--- config.mk ---
export PLATFORM = sky130hd
export DESIGN_NAME = inst_fetch_ctrl
export DESIGN_NICKNAME = d
export VERILOG_FILES = /design/src/rtl/cpu_pkg.sv /design/src/rtl/fetch_fifo.sv /design/src/rtl/inst_fetch_ctrl.sv
export SDC_FILE = /design/constraint.sdc
export NUM_CORES = 1
export LEC_CHECK = 0
export CORE_MARGIN = 2
export CORE_UTILIZATION = 45
export CTS_CLUSTER_DIAMETER = 200
export CTS_CLUSTER_SIZE = 10
export DETAILED_ROUTE_END_ITERATION = 12
export MAX_ROUTING_LAYER = met4
export PLACE_DENSITY = 0.84
export SLEW_MARGIN = 20
export SYNTH_ARGS = -nofsm -noshare
export SYNTH_HDL_FRONTEND = slang
export SYNTH_SLANG_ARGS = --single-unit
--- constraint.sdc ---
create_clock -name clk -period 5.8 [get_ports clk]
set_clock_uncertainty 0.1 [all_clocks]
set_input_delay 1.45 -clock clk [delete_from_list [all_inputs] [get_ports clk]]
set_output_delay 1.45 -clock clk [all_outputs]
set_load 0.01 [all_outputs]
--- src/rtl/cpu_pkg.sv ---
// Shared CPU types: fetch FSM states and the fetch buffer entry.
package cpu_pkg;

   typedef enum logic [1:0] {
      S_IDLE,
      S_FETCH,
      S_END,
      S_FAULT
   } fetch_state_t;

   localparam int INST_BYTES = 4;

   typedef struct packed {
      logic [31:0] inst;
      logic [31:0] pc;
   } fetch_entry_t;

endpackage

--- src/rtl/fetch_fifo.sv ---
// Small synchronous FIFO holding fetched {inst, pc} entries.
module fetch_fifo #(
   parameter int DEPTH = 2,
   parameter int WIDTH = 64
) (
   input  logic             clk,
   input  logic             rst,
   input  logic             flush,
   input  logic             push,
   input  logic             pop,
   input  logic [WIDTH-1:0] din,
   output logic [WIDTH-1:0] dout,
   output logic             full,
   output logic             empty
);

   localparam int AW = $clog2(DEPTH);

   logic [AW-1:0]    r_wr;
   logic [AW-1:0]    r_rd;
   logic [AW:0]      r_cnt;
   logic [WIDTH-1:0] r_mem [DEPTH];

   logic w_pop;
   logic w_push;

   assign full  = (r_cnt == (AW+1)'(DEPTH));
   assign empty = (r_cnt == '0);
   assign dout  = r_mem[r_rd];

   // A full buffer still accepts a push when the head leaves this cycle
   assign w_pop  = pop && !empty;
   assign w_push = push && (!full || w_pop);

   always_ff @(posedge clk or posedge rst) begin
      if (rst) begin
         r_wr  <= '0;
         r_rd  <= '0;
         r_cnt <= '0;
      end else if (flush) begin
         r_wr  <= '0;
         r_rd  <= '0;
         r_cnt <= '0;
      end else begin
         if (w_push) r_wr <= r_wr + 1'b1;
         if (w_pop)  r_rd <= r_rd + 1'b1;
         unique case ({w_push, w_pop})
            2'b10:   r_cnt <= r_cnt + 1'b1;
            2'b01:   r_cnt <= r_cnt - 1'b1;
            default: r_cnt <= r_cnt;
         endcase
      end
   end

   always_ff @(posedge clk) begin
      if (w_push && !flush) r_mem[r_wr] <= din;
   end

endmodule

--- src/rtl/inst_fetch_ctrl.sv ---
// Instruction fetch controller: owns the PC, reads inst_memory and
// feeds decode through a small buffer with valid/ready handshake.
module inst_fetch_ctrl
   import cpu_pkg::*;
#(
   parameter int          MEM_BYTES = 32,
   parameter int          BUF_DEPTH = 2,
   parameter logic [31:0] RESET_PC  = 32'h0
) (
   input  logic        clk,
   input  logic        rst,
   input  logic        start,
   output logic [31:0] im_addr,
   output logic        im_en,
   input  logic [31:0] im_inst,
   output logic        out_valid,
   input  logic        out_ready,
   output logic [31:0] out_inst,
   output logic [31:0] out_pc,
   input  logic        redir_valid,
   input  logic [31:0] redir_pc,
   output logic        done,
   output logic        fault
);

   localparam logic [31:0] LAST_PC = 32'(MEM_BYTES - INST_BYTES);

   fetch_state_t r_state;
   fetch_state_t w_state_nx;
   logic [31:0]  r_pc;
   logic [31:0]  w_pc_nx;

   logic         w_flush;
   logic         w_push;
   logic         w_pop;
   logic         w_full;
   logic         w_empty;
   logic         w_redir_ok;
   logic         w_redir_bad;
   fetch_entry_t w_din;
   fetch_entry_t w_head;

   assign w_redir_ok  = redir_valid && (redir_pc[1:0] == 2'b00);
   assign w_redir_bad = redir_valid && (redir_pc[1:0] != 2'b00);
   assign w_din       = '{inst: im_inst, pc: r_pc};

   always_ff @(posedge clk or posedge rst) begin
      if (rst) begin
         r_state <= S_IDLE;
         r_pc    <= RESET_PC;
      end else begin
         r_state <= w_state_nx;
         r_pc    <= w_pc_nx;
      end
   end

   // Redirects outrank capture; the range check stops fetch before wrap
   always_comb begin
      w_state_nx = r_state;
      w_pc_nx    = r_pc;
      w_flush    = 1'b0;
      w_push     = 1'b0;
      unique case (r_state)
         S_IDLE: begin
            if (w_redir_bad) begin
               w_state_nx = S_FAULT;
               w_flush    = 1'b1;
            end else if (w_redir_ok) begin
               w_pc_nx = redir_pc;
               w_flush = 1'b1;
            end else if (start) begin
               w_state_nx = S_FETCH;
            end
         end
         S_FETCH: begin
            if (w_redir_bad) begin
               w_state_nx = S_FAULT;
               w_flush    = 1'b1;
            end else if (w_redir_ok) begin
               w_pc_nx = redir_pc;
               w_flush = 1'b1;
            end else if (r_pc > LAST_PC) begin
               w_state_nx = S_END;
            end else if (!w_full || (out_valid && out_ready)) begin
               w_push  = 1'b1;
               w_pc_nx = r_pc + 32'(INST_BYTES);
            end
         end
         S_END: begin
            if (w_redir_bad) begin
               w_state_nx = S_FAULT;
               w_flush    = 1'b1;
            end else if (w_redir_ok) begin
               w_state_nx = S_FETCH;
               w_pc_nx    = redir_pc;
               w_flush    = 1'b1;
            end
         end
         S_FAULT: begin
            w_state_nx = S_FAULT;
         end
         default: begin
            w_state_nx = S_IDLE;
         end
      endcase
   end

   assign w_pop = out_valid && out_ready && !w_flush;

   fetch_fifo #(
      .DEPTH (BUF_DEPTH),
      .WIDTH ($bits(fetch_entry_t))
   ) u_fifo (
      .clk   (clk),
      .rst   (rst),
      .flush (w_flush),
      .push  (w_push),
      .pop   (w_pop),
      .din   (w_din),
      .dout  (w_head),
      .full  (w_full),
      .empty (w_empty)
   );

   assign im_addr   = r_pc;
   assign im_en     = w_push;
   assign out_valid = !w_empty;
   assign out_inst  = out_valid ? w_head.inst : 32'h0;
   assign out_pc    = out_valid ? w_head.pc : 32'h0;
   assign done      = (r_state == S_END) && w_empty;
   assign fault     = (r_state == S_FAULT);

endmodule

# ---- Yosys cells after proc, flatten, opt, wreduce, memory -nomap -nowiden
# Memories as Yosys holds them, arrays and structs flattened.
# Cells that the tools add are included.
dict set report word_totals {
  register_bits 38
  latch_bits 0
  mem_bits_rw 128
  rom_bits 0
  in_bits 69
  out_inout_bits 100
  elab_cells 87
  n_memories 1
}
# memory words word_bits rd rd_clocked_by_memory_dff write_ports line
set mem_list {}
lappend mem_list {u_fifo.r_mem 2 64 1 0 1 fetch_fifo.sv:22} ;# logic [WIDTH-1:0] r_mem [DEPTH];
dict set report classes {
  n_addsub 5
  mul 0
  div_mod_pow 0
  order_cmp 1
  eq_ne 16
  n_shift 0
  muxes 34
  bitwise 0
  n_reduce_logical 25
}
# op count
set op_table {}
lappend op_table {{32-bit two-way mux} 8}
lappend op_table {{32-bit case mux with 2 select lines} 1}
lappend op_table {{32-bit by 3-bit adder with 32-bit output, second input constant} 1}
lappend op_table {{32-bit by 5-bit > comparator with 1-bit output, second input constant} 1}
lappend op_table {{3-bit inequality test, second input constant} 7}
lappend op_table {{2-bit two-way mux} 9}
lappend op_table {{1-bit two-way mux} 14}
lappend op_table {{2-bit == test, second input constant} 4}
lappend op_table {{1-bit logical AND} 8}
lappend op_table {{2-bit case mux with 4 select lines} 1}
lappend op_table {{2-bit nonzero test} 4}
lappend op_table {{2-bit zero test} 3}
lappend op_table {{6-bit AND reduction} 1}
lappend op_table {{5-bit AND reduction} 1}
lappend op_table {{2-bit by 1-bit == test with 1-bit output, second input constant} 2}
lappend op_table {{2-bit inequality test, second input constant} 2}
lappend op_table {{2-bit case mux with 2 select lines} 1}
lappend op_table {{1-bit zero test} 3}
lappend op_table {{3-bit nonzero test} 1}
lappend op_table {{3-bit OR reduction} 1}
lappend op_table {{1-bit adder, second input constant} 2}
lappend op_table {{2-bit by 1-bit adder with 2-bit output, second input constant} 1}
lappend op_table {{1-bit logical OR} 2}
lappend op_table {{2-bit by 1-bit inequality test with 1-bit output, second input constant} 1}
lappend op_table {{other kinds (2)} 2}

# ---- Depth between registers and ports, before layout
dict set report depth {
  ltp_word 13
  depth_mapped 9
  depth_no_buf 9
}

# ---- Cells and area by module
# Synthesis repeated with hierarchy kept, for this count alone.
dict set report unflattened {
  hier_cells 502
  area_unflattened_um2 7063.0
}
# module n_inst cells_per_inst area_each_um2 seq_area_each_um2
set by_module_without_submodules {}
lappend by_module_without_submodules {fetch_fifo 1 229 4859.7 3943.8}
lappend by_module_without_submodules {inst_fetch_ctrl 1 273 2203.4 850.8}

# ---- Worst setup path before layout
# OpenSTA, ideal clock, no wires.
dict set report synth_timing {
  path_type {input port to flip-flop}
  from {input port redir_valid}
  to {memory u_fifo.r_mem[0][0], enable pin}
  setup_ps 487
  t_arrival_ps 4716
  required_ps 5213
  path_slack_ps 498
  stages 4
  path_buffers 0
  cell_sequence {nand2b_1 > nor3_1 > nand2_1 > nor2_1}
}
dict set report synth_between {
  elab_chain_cells 12
  elab_cells_between_ends 16
  cone_classes {8 x mux; 8 x reduce/logical}
}
# item line
set synth_lines {}
lappend synth_lines {{start, declared} inst_fetch_ctrl.sv:20} ;# input logic redir_valid,
lappend synth_lines {{1-bit logical AND} inst_fetch_ctrl.sv:43} ;# assign w_redir_ok = redir_valid && (redir_pc[1:0] == 2'b00);
lappend synth_lines {{1-bit two-way mux} {inst_fetch_ctrl.sv:68, inst_fetch_ctrl.sv:79, inst_fetch_ctrl.sv:93}}
lappend synth_lines {{1-bit two-way mux} inst_fetch_ctrl.sv:65} ;# if (w_redir_bad) begin
lappend synth_lines {{1-bit two-way mux} n/a}
lappend synth_lines {{1-bit zero test} {fetch_fifo.sv:56, inst_fetch_ctrl.sv:108}}
lappend synth_lines {{1-bit logical AND} inst_fetch_ctrl.sv:108} ;# assign w_pop = out_valid && out_ready && !w_flush;
lappend synth_lines {{1-bit logical AND} fetch_fifo.sv:32} ;# assign w_pop = pop && !empty;
lappend synth_lines {{1-bit logical OR} fetch_fifo.sv:33} ;# assign w_push = push && (!full || w_pop);
lappend synth_lines {{1-bit logical AND} fetch_fifo.sv:33}
lappend synth_lines {{1-bit logical AND *} fetch_fifo.sv:56} ;# if (w_push && !flush) r_mem[r_wr] <= din;
lappend synth_lines {{1-bit two-way mux *} fetch_fifo.sv:56}
lappend synth_lines {{1-bit two-way mux (not written as such) *} fetch_fifo.sv:56}
lappend synth_lines {{end, declared} fetch_fifo.sv:22}
# Every way passes the cells marked *; elsewhere a longest branch is shown, timed or not.

# ---- Worst setup path after layout
dict set report layout_timing {
  from {input port redir_valid}
  to {output port im_en}
}
dict set report layout_between {
  elab_chain_cells 4
  elab_cells_between_ends 5
  cone_classes {3 x mux; 2 x reduce/logical}
}
# item line
set layout_lines {}
lappend layout_lines {{1-bit logical AND} inst_fetch_ctrl.sv:43}
lappend layout_lines {{1-bit two-way mux} inst_fetch_ctrl.sv:79} ;# end else if (w_redir_ok) begin
lappend layout_lines {{1-bit two-way mux *} inst_fetch_ctrl.sv:76} ;# if (w_redir_bad) begin
lappend layout_lines {{1-bit two-way mux *} inst_fetch_ctrl.sv:63} ;# unique case (r_state)
lappend layout_lines {{end, declared} inst_fetch_ctrl.sv:14} ;# output logic im_en,
# Marks and branches as above.

==> impl_metrics.yaml <==
place:
  setup_slack_at_placement_ns: 0.959
  io_buffers: 168
  detailedPlacementHpwl_mm: 10.8
  globalplace.congestion: 0.882
clock_network:
  cts-root-buf: "sky130_fd_sc_hd__clkbuf_16"
  cts-buffers-inserted: 17
  tritoncts: "built"
  cts_hold_buffers: 0
  postCtsSetupRepairBufs: 0
  clock_tree.buffer_depth: 2
  clkLatencyLatePin_ns: 0.42
  post_cts.resized_instances: 0
  clk_pin_slew_ns: 0.06
  clock_sinks: 166
  h-tree-depth: 4
drt:
  vias_per_std_cell: 5.50
  drt-pass1-iter-count: 5
  first_iter_violations: 365
  vias: 4807
  detail_route.drc_violations: 0
  final_antenna_net_count: 0
  wire_per_inst_um: 18.8
  totalWireLength_mm: 16.5
timing:
  timing_worst_slew_pin_value_ns: 1.03
  min_period_over_period_pct: 84.1
  timing.final.crit_period_ns: 4.88
  rsz_0062_raised_after_global_routing: "no"
  report.final.setup_viol: 0
  tns_ns: 0
  slew_headroom_pct: 31.5
  postLayoutSetupSlackWorst_ns: 0.925
  drv_slew: 0
  maximum_achievable_frequency_mhz: 205
  hold_viol_final: 0
floorplan:
  placement_rows: 45
  boundary_pins: 169
  core_area_um2: 15100
  die_height_um: 128
  initial_utilization_pct: 45.6
  die_width_um: 128
  fp.dieArea_um2: 16300
yosys:
  synth_area_leaders: "sky130_fd_sc_hd__edfxtp_1, sky130_fd_sc_hd__dfrtp_1, sky130_fd_sc_hd__mux2i_1"
  syn_avg_cell_area_um2: 13.7
  post_synth_top_area_share_pct: 55.8
  netlist-cell-type-count: 51
  flops_latches_synth: 166
  netlist_area_um2: 6890
  synth_area_leader_cell: "sky130_fd_sc_hd__edfxtp_1"
  seq_area_frac_synth_pct: 69.6
  synth-async-reset-ratio_pct: 22.9
  synth-edff-count: 128
  synth_nets: 573
  yosysWarningCount: 0
  synth_flop_cell: "sky130_fd_sc_hd__edfxtp_1"
  syn_inst: 502
worst_setup_path:
  cp-end-kind: "primary output"
  arrival_time_at_the_worst_endpoint_ns: 3.33
  setup.worst_path.start_class: "input port"
  crit_type: "in -> out"
  timing.critical_path.fanout_max: 7
  worst-endpoint-required_ns: 4.25
run_status:
  run_status: "finished clean"
power_and_ir_drop:
  static-leakage-power_nw: 3.54
  p_per_area_nw_per_um2: 425
  ir_drop_v: 0.000292
final_layout:
  final_cell_mix: "sky130_fd_sc_hd__clkdlybuf4s50_1, sky130_fd_sc_hd__edfxtp_1, sky130_fd_sc_hd__nor2_1"
  finalNetCount: 744
  end_of_flow_core_utilization_pct: 62.8
  antenna-diode-count: 0
  final_common_cell: "sky130_fd_sc_hd__clkdlybuf4s50_1"
  area_growth_pct: 37.6
  post_route_cells_drive_above_1_share_pct: 7.43
grt:
  grt_usage_pct: 21.0
  largest_net_degree_at_the_start_of_global_routing: 65
  grt.overflow.total: 0
  grt_first_pass_wirelength_mm: 25.4
  number_of_antenna_violations_at_the_first_check_in_global_routing: 0
  grt_pass1_vias: 4798
min_path:
  min-delay-path-class: "reg -> reg"
flow_run:
  cap_viol_max_count: 0
synth_stat cells, drive strengths merged (2+ instances only):
cell / instances
a22o: 5
o31ai: 3
edfxtp: 128
o22a: 4
or3: 4
clkbuf: 5
a31oi: 3
o22ai: 7
and4: 3
nand2: 29
dfrtp: 38
a21oi: 18
o21ai: 14
nor4: 7
nor2: 94
ha: 2
nand3: 7
inv: 6
nor3b: 2
and3: 5
or3b: 2
xor2: 2
nor3: 4
nand4: 7
mux2i: 67
o221ai: 2
and2: 6
buf: 16
a2bb2oi: 2
kinds of logic after synthesis:
logic type                 Yosys count  share of synthesized area, %
and+or+nand+nor                    174                          12.0
AOI/OAI and AO/OA                   63                          6.07
buffers and inverters               27                          1.78
adders and majority gates            2                         0.363
muxes                               67                          9.74
xor gates and xnor gates             3                         0.382
DFF                                166                          69.6
report_power, final:
group / internal, W / total [W] / leakage, nW / switching, W
sequential: 0.00135 / 0.00154 / 1.63 / 0.000195
combinational: 0.000682 / 0.00117 / 1.58 / 0.000483
clock: 0.000856 / 0.00132 / 0.334 / 0.000463
total: 0.00288 / 0.00403 / 3.54 / 0.00114
worst paths after layout:
check                            start             endpoint  slack (ns)  depth (start not counted)
min in group asynchronous          rst          im_addr[19]        1.34                          3
hold reg to reg             im_addr[1]   u_fifo.r_mem[0][1]        0.44                          0
setup reg to reg           im_addr[31]  u_fifo.r_mem[0][21]        2.76                          6
max in group asynchronous          rst          u_fifo.r_rd        3.86                          3
hold / removal              im_addr[1]   u_fifo.r_mem[0][1]        0.44                          0
setup / recovery           redir_valid                im_en        0.92                          6
flip-flops by register name (all words and copies together), names as in the netlist:
signal and cells:
u_fifo.r_cnt 2, u_fifo.r_mem 128, r_state 2, im_addr 32
u_fifo.r_wr 1, u_fifo.r_rd 1
routing by layer:
| metal | share of wire, % | up-vias | track usage [%] |
|---|---|---|---|
| li1 | - | 2223 | - |
| met1 | 42 | 2334 | 26.3 |
| met2 | 49 | 219 | 33.8 |
| met3 | 6.6 | 31 | 4.47 |
| met4 | 2.0 | 0 | 7.95 |
| met5 | 0 | - | - |
metrics by stage:
stage / hold WS (ns) / instances / cell area (um2) / power, W
final: 0.442 / 874 / 9470 / 0.00403
after floorplan: 0.365 / 502 / 6890 / 0.00206
after global routing: 0.455 / 874 / 9470 / 0.00418
after global placement: 0.419 / 842 / 8770 / 0.00271
after detailed placement: 0.436 / 842 / 8770 / 0.00274
after CTS: 0.441 / 874 / 9470 / 0.00406
critical path: stages:
cell                              delay, ns
sky130_fd_sc_hd__clkdlybuf4s50_1       0.49
sky130_fd_sc_hd__nand2b_1              0.24
sky130_fd_sc_hd__nor3_1                0.27
sky130_fd_sc_hd__nand2_1               0.22
sky130_fd_sc_hd__inv_2                 0.11
sky130_fd_sc_hd__clkdlybuf4s50_1       0.54
layout make-up:
type,instances,area (um2)
well taps,188,235
clock buffers,17,425
inverters,6,22.5
clock inverters,15,274
repair buffers,173,1730
fillers,1134,5620
multi-input cells,309,1990
flip-flops and latches,166,4800
Note: power is estimated with default switching activity, not from simulation.
